$ cat config.mk
export PLATFORM = sky130hd
export DESIGN_NAME = calc_gravity_div
export DESIGN_NICKNAME = d
export VERILOG_FILES = /design/src/rtl/calc_gravity_div.sv
export SDC_FILE = /design/constraint.sdc
export NUM_CORES = 1
export LEC_CHECK = 0
export ABC_AREA = 1
export BUFFER_PORTS_ARGS = -buffer_cell sky130_fd_sc_hd__buf_2
export CAP_MARGIN = 20
export CORE_AREA = 10 10 162 164
export DETAILED_ROUTE_END_ITERATION = 16
export DIE_AREA = 0 0 172 174
export GPL_ROUTABILITY_DRIVEN = 0
export PLACE_DENSITY = 0.71
export SLEW_MARGIN = 15
export SYNTH_ARGS = -nofsm -noshare
export SYNTH_HDL_FRONTEND = slang
export SYNTH_SLANG_ARGS = --single-unit
$ cat constraint.sdc
create_clock -name CCLK -period 3.9 [get_ports CCLK]
set_input_delay 0.39 -clock CCLK [delete_from_list [all_inputs] [get_ports CCLK]]
set_output_delay 0.39 -clock CCLK [all_outputs]
set_load 0.05 [all_outputs]
$ cat src/rtl/calc_gravity_div.sv
// calc_gravity_div: per-frame centre-of-gravity divider.
// Takes the accumulated pixel count and X/Y moment sums at end of frame,
// rejects blobs that are too small, and otherwise computes
// cx = sum_x/sum_s and cy = sum_y/sum_s as unsigned fixed-point values
// using a bit-serial restoring divider (one quotient bit per clock).
module calc_gravity_div #(
  parameter int AREA_WIDTH   = 20,
  parameter int MOMENT_WIDTH = 32,
  parameter int COORD_WIDTH  = 11,
  parameter int FRAC_BITS    = 4,
  localparam int Q           = COORD_WIDTH + FRAC_BITS
) (
  input  logic                    CCLK,
  input  logic                    RST_N,
  input  logic                    iSTART,
  input  logic [AREA_WIDTH-1:0]   iSUM_S,
  input  logic [MOMENT_WIDTH-1:0] iSUM_X,
  input  logic [MOMENT_WIDTH-1:0] iSUM_Y,
  input  logic [AREA_WIDTH-1:0]   iMIN_AREA,
  output logic                    oBUSY,
  output logic                    oVALID,
  output logic                    oFOUND,
  output logic [Q-1:0]            oCX,
  output logic [Q-1:0]            oCY,
  output logic [AREA_WIDTH-1:0]   oAREA,
  output logic                    oDROP
);

  localparam int CNT_W = $clog2(Q);
  localparam logic [CNT_W-1:0] CNT_TOP = CNT_W'(Q - 1);

  typedef enum logic [2:0] {
    ST_IDLE,
    ST_CHECK,
    ST_DIV_X,
    ST_DIV_Y,
    ST_DONE
  } state_t;

  state_t state, state_nxt;

  logic [AREA_WIDTH-1:0]   s_lat;
  logic [AREA_WIDTH-1:0]   min_lat;
  logic [MOMENT_WIDTH-1:0] x_lat;
  logic [MOMENT_WIDTH-1:0] y_lat;
  logic [CNT_W-1:0]        cnt;
  logic [AREA_WIDTH:0]     rem;
  logic                    ovf;
  logic                    found;
  logic [Q-1:0]            qx;
  logic [Q-1:0]            qy;

  logic                    reject;
  logic                    first;
  logic [MOMENT_WIDTH-1:0] div_moment;
  logic [MOMENT_WIDTH-1:0] upper;
  logic                    ovf_now;
  logic                    ovf_cur;
  logic [Q-1:0]            div_low;
  logic                    div_bit;
  logic [AREA_WIDTH:0]     rem_cur;
  logic [AREA_WIDTH+1:0]   shifted;
  logic [AREA_WIDTH+1:0]   trial;
  logic                    trial_ok;
  logic                    q_bit;
  logic [AREA_WIDTH:0]     rem_nxt;

  assign oBUSY  = (state != ST_IDLE);
  assign reject = (s_lat == '0) || (s_lat < min_lat);

  // State register; reset aborts any division in flight.
  always_ff @(posedge CCLK or negedge RST_N) begin
    if (!RST_N) state <= ST_IDLE;
    else        state <= state_nxt;
  end

  // Next-state logic: CHECK either rejects straight to DONE or runs both divisions.
  always_comb begin
    state_nxt = state;
    case (state)
      ST_IDLE:  if (iSTART) state_nxt = ST_CHECK;
      ST_CHECK: state_nxt = reject ? ST_DONE : ST_DIV_X;
      ST_DIV_X: if (cnt == '0) state_nxt = ST_DIV_Y;
      ST_DIV_Y: if (cnt == '0) state_nxt = ST_DONE;
      ST_DONE:  state_nxt = ST_IDLE;
      default:  state_nxt = ST_IDLE;
    endcase
  end

  // One restoring-division step. The integer part of the quotient must fit in
  // COORD_WIDTH bits, so the dividend bits above Q only ever form the starting
  // partial remainder (moment >> COORD_WIDTH); if that is already >= S the
  // quotient would overflow and is forced to all ones instead.
  always_comb begin
    div_moment = (state == ST_DIV_Y) ? y_lat : x_lat;
    first      = (cnt == CNT_TOP);
    upper      = div_moment >> COORD_WIDTH;
    ovf_now    = (upper >= MOMENT_WIDTH'(s_lat));
    ovf_cur    = first ? ovf_now : ovf;
    div_low    = {div_moment[COORD_WIDTH-1:0], {FRAC_BITS{1'b0}}};
    div_bit    = div_low[cnt];
    rem_cur    = first ? upper[AREA_WIDTH:0] : rem;
    shifted    = {rem_cur, div_bit};
    trial      = shifted - {2'b00, s_lat};
    trial_ok   = ~trial[AREA_WIDTH+1];
    q_bit      = ovf_cur | trial_ok;
    rem_nxt    = trial_ok ? trial[AREA_WIDTH:0] : shifted[AREA_WIDTH:0];
  end

  // Operand latches, validity decision and the serial divider datapath.
  always_ff @(posedge CCLK or negedge RST_N) begin
    if (!RST_N) begin
      s_lat   <= '0;
      min_lat <= '0;
      x_lat   <= '0;
      y_lat   <= '0;
      cnt     <= '0;
      rem     <= '0;
      ovf     <= 1'b0;
      found   <= 1'b0;
      qx      <= '0;
      qy      <= '0;
    end else begin
      case (state)
        ST_IDLE: begin
          if (iSTART) begin
            s_lat   <= iSUM_S;
            min_lat <= iMIN_AREA;
            x_lat   <= iSUM_X;
            y_lat   <= iSUM_Y;
          end
        end
        ST_CHECK: begin
          found <= ~reject;
          cnt   <= CNT_TOP;
          rem   <= '0;
          ovf   <= 1'b0;
        end
        ST_DIV_X, ST_DIV_Y: begin
          if (state == ST_DIV_X) qx <= {qx[Q-2:0], q_bit};
          else                   qy <= {qy[Q-2:0], q_bit};
          if (cnt == '0) begin
            cnt <= CNT_TOP;
            rem <= '0;
            ovf <= 1'b0;
          end else begin
            cnt <= cnt - 1'b1;
            rem <= rem_nxt;
            ovf <= ovf_cur;
          end
        end
        default: ;
      endcase
    end
  end

  // Registered result presented on leaving DONE; coordinates only move on a found blob.
  always_ff @(posedge CCLK or negedge RST_N) begin
    if (!RST_N) begin
      oVALID <= 1'b0;
      oFOUND <= 1'b0;
      oCX    <= '0;
      oCY    <= '0;
      oAREA  <= '0;
      oDROP  <= 1'b0;
    end else begin
      oVALID <= (state == ST_DONE);
      oDROP  <= iSTART && (state != ST_IDLE);
      if (state == ST_DONE) begin
        oFOUND <= found;
        oAREA  <= s_lat;
        if (found) begin
          oCX <= qx;
          oCY <= qy;
        end
      end
    end
  end

endmodule

==> run_results.csv <==
group,metric,value,unit
run_status,status,"finished, violations left",
run_status,violations,"negative hold slack",
yosys,synth_top_family_by_area,"simple AND/OR/NAND/NOR gates",
finish,multi_input_area,5114,um^2
sta,tightest_slew,0.9177,ns
floorplan,start_util,0.4920,
drt,drc_errors,0,
placed_design,port_buffers,160,
worst_setup_path,critical_path_class,"flop to flop",
yosys,synthAdderAreaFrac,0.06994,
global_route,grt_util_met1,0.2670,
clock_tree,h-tree-depth,1,
clock_tree,cts_root_buf,"clkbuf_16",
worst_setup_path,arrival,3.94,ns
power_and_ir_drop,power_leakage,0.006966,uW
power_and_ir_drop,irDropWorstVdd,0.4731,mV
sta,fin_hold_ws,-0.02638,ns
global_route,grt_usage,0.2027,
yosys,synthesis.nets,1524,
worst_setup_path,crit_path_start_kind,"flop",
sta,hold_viol_final,18,
worst_setup_path,critical_path_required,4.31,ns
clock_tree,clock_path_buffers,3,
yosys,synth.most_common_cell,"nand2_1",
clock_tree,cts_sinks,217,
yosys,synth_commonest_cells,"363 x nand2_1, 217 x dfrtp_1, 159 x inv_1, 116 x o21ai_0, 89 x nor2_1",
clock_tree,clkLatencyLatePin,0.52,ns
yosys,synth_warnings,0,
floorplan,core,23120,um^2
drt,drtIter0Drc,751,
worst_setup_path,critPathCaptureType,"flop",
hold_path,min_path_type,"input pin to asynchronous set/reset pin",
power_and_ir_drop,design_power_total,13990,uW
yosys,yosys.area.top_type_share,0.4773,
global_route,grt_pass1_wl,49200,um
clock_tree,cts_setup_buffers,0,
worst_setup_path,cp-startpoint,"state[2]",
flow_run,drv_cap,0,
sta,finalCritPeriodShare,0.9063,
global_route,grt-ovfl-total,0,
finish,ff_latch_area,5433,um^2
global_route,busiest_layer,"met2",
yosys,synth-compound-area-share,0.1048,
yosys,synthMuxAreaShare,0.06126,
yosys,yosysTopAreaCell,"dfrtp_1",
global_route,grt_pass1_vias,9533,
placed_design,dpl.hpwl,22850,um
sta,period_needed,3.535,ns
worst_setup_path,reg2reg_slack,0.37,ns
drt,drt-total-wl,30960,um
drt,drtPass1Iterations,6,
sta,finalSetupViolCount,0,
clock_tree,cts_buffers,24,
sta,relSlewSlack,0.3875,
yosys,ys.flop_type,"dfrtp_1",
floorplan,dieArea,29930,um^2
sta,setup_tns,0,ns
finish,instances_no_fill,1815,
global_route,met3_usage,0.03058,
yosys,synth_edf_count,0,
sta,fmax,0.2829,GHz
finish,drive_above_1_share,0.1967,
global_route,use_met2,0.3347,
finish,layout.nets,1680,
floorplan,die_h,174,um
global_route,antenna_found_initial,0,
yosys,synthXorXnorAreaFrac,0.01155,
yosys,syn_inst,1354,
finish,n_fill_cell,2121,
yosys,avgSynthCellArea,8.403,um^2
floorplan,ios,161,
floorplan,die_w,172,um
finish,area.growth.synth_to_final,17.09,%
power_and_ir_drop,powerDensity,1050,nW/um^2
yosys,netlist_area,11380,um^2
yosys,seq_area_frac_synth,0.4773,
yosys,ys_ff_latch,217,
yosys,yosys.area_share.simple,0.1999,
drt,num_vias,9631,
clock_tree,cts.clk_slew.worst_paths,0.06,ns
yosys,synth_area_leaders,"dfrtp_1 48%, nand2_1 12%, ha_1 6.8%",
drt,avgViaCountPerCell,5.306,
drt,wl_per_cell,17.06,um
yosys,ys_types,42,
worst_setup_path,path_max_fanout,13,
sta,rsz0062_at_grt,"false",
drt,ant_nets,0,
placed_design,dp_cells,1773,
sta,drv_slew,0,
clock_tree,cts_hold_buf,0,
sta,finClkSkew,0.008399,ns
yosys,synthArstFlopShare,1.000,
clock_tree,cts_resized,0,
finish,antenna_cells,0,
worst_setup_path,reg2reg_from,"state[2]",
global_route,grt_max_degree,107,
floorplan,rows,56,
clock_tree,cts_tree,"built",
path summary, 6_finish.rpt:
| path | endpoint | cells past startpoint |
|---|---|---|
| min in group CCLK | y_lat[16] | 2 |
| min reg2reg | oCX[2] | 2 |
| max in group asynchronous | y_lat[26] | 2 |
| max reg2reg | rem[16] | 23 |
| max | rem[16] | 23 |
| min | oCY[2] | 1 |
logic make-up (layout without fill, tap and decap cells):
group	count (synthesis)	after routing
AND/OR/NAND/NOR	554	555
AO/OA/AOI/OAI	227	227
flip-flops	217	217
buffers and inverters	216	386
adder cells (fa/ha/maj)	63	63
multiplexers	62	62
XOR/XNOR	15	15
per-layer routing:
layer  vias up  share of wire  wire (um)
li1       4707              -          -
met1      4543           0.44      13550
met2       315           0.47      14520
met3        66          0.060       1867
met4         0          0.033       1024
met5         -              0          0
critical path, cell delays in order (launching register included):
cell and delay (ns):
dfrtp_1 0.48, inv_2 0.12, nand3_4 0.16, buf_4 0.22, nand2_1 0.08, nand3_1 0.09, nand3_1 0.07, a21oi_1 0.15
nor2_1 0.10, ha_1 0.23, fa_1 0.42, inv_1 0.10, nand3_1 0.06, nand2_1 0.17, nand2_1 0.07, nand2_1 0.16
nand2_1 0.08, nand2_1 0.12, nand2_1 0.07, nand2_1 0.08, xor2_1 0.19, nand2_1 0.08, nand3_1 0.08, nand2_1 0.05
per-stage QoR:
| step | setup WS [ns] | util | area (um^2) |
|---|---|---|---|
| final | 0.3655 | 0.5761 | 13320 |
| after global routing | 0.04235 | 0.5761 | 13320 |
| after CTS | 0.2938 | 0.5754 | 13300 |
| after detailed placement | 0.3133 | 0.5401 | 12490 |
| after global placement | 0.3110 | 0.5401 | 12490 |
| after floorplan | 0.7617 | - | 11380 |
final cells by class:
cell class / instances / share of cell area
repair buffers: 180 / 0.07298
flip-flops and latches: 217 / 0.4078
well taps: 290 / 0.02724
inverters: 165 / 0.04687
multi-input cells: 922 / 0.3839
clock buffers: 29 / 0.04950
clock inverters: 12 / 0.01174
sequential cells by signal, indices dropped and copies added (netlist names):
signal and flops:
s_lat 20, qx 15, oAREA 20, oVALID 1, x_lat 32, rem 21, found 1, qy 15
state 3, cnt 4, min_lat 20, oDROP 1, oCY 15, oCX 15, ovf 1, y_lat 32
oFOUND 1
power breakdown:
part           total, uW  leakage [uW]  switching (uW)  internal [uW]
Sequential          3800       0.00265             575           3230
Combinational       7860       0.00391            5230           2630
Clock               2340      0.000404             931           1400
cell usage in the layout (no fill, tap or decap), types with 9 or more instances in the layout:
master	instances
a21oi_1	87
buf_2	159
buf_4	19
clkbuf_16	24
dfrtp_1	215
ha_1	62
inv_1	159
mux2_2	61
nand2_1	363
nand3_1	54
nand4_1	22
nor2_1	89
nor3_1	9
o21ai_0	116
xnor2_1	10
(Power assumes the default switching activity.)
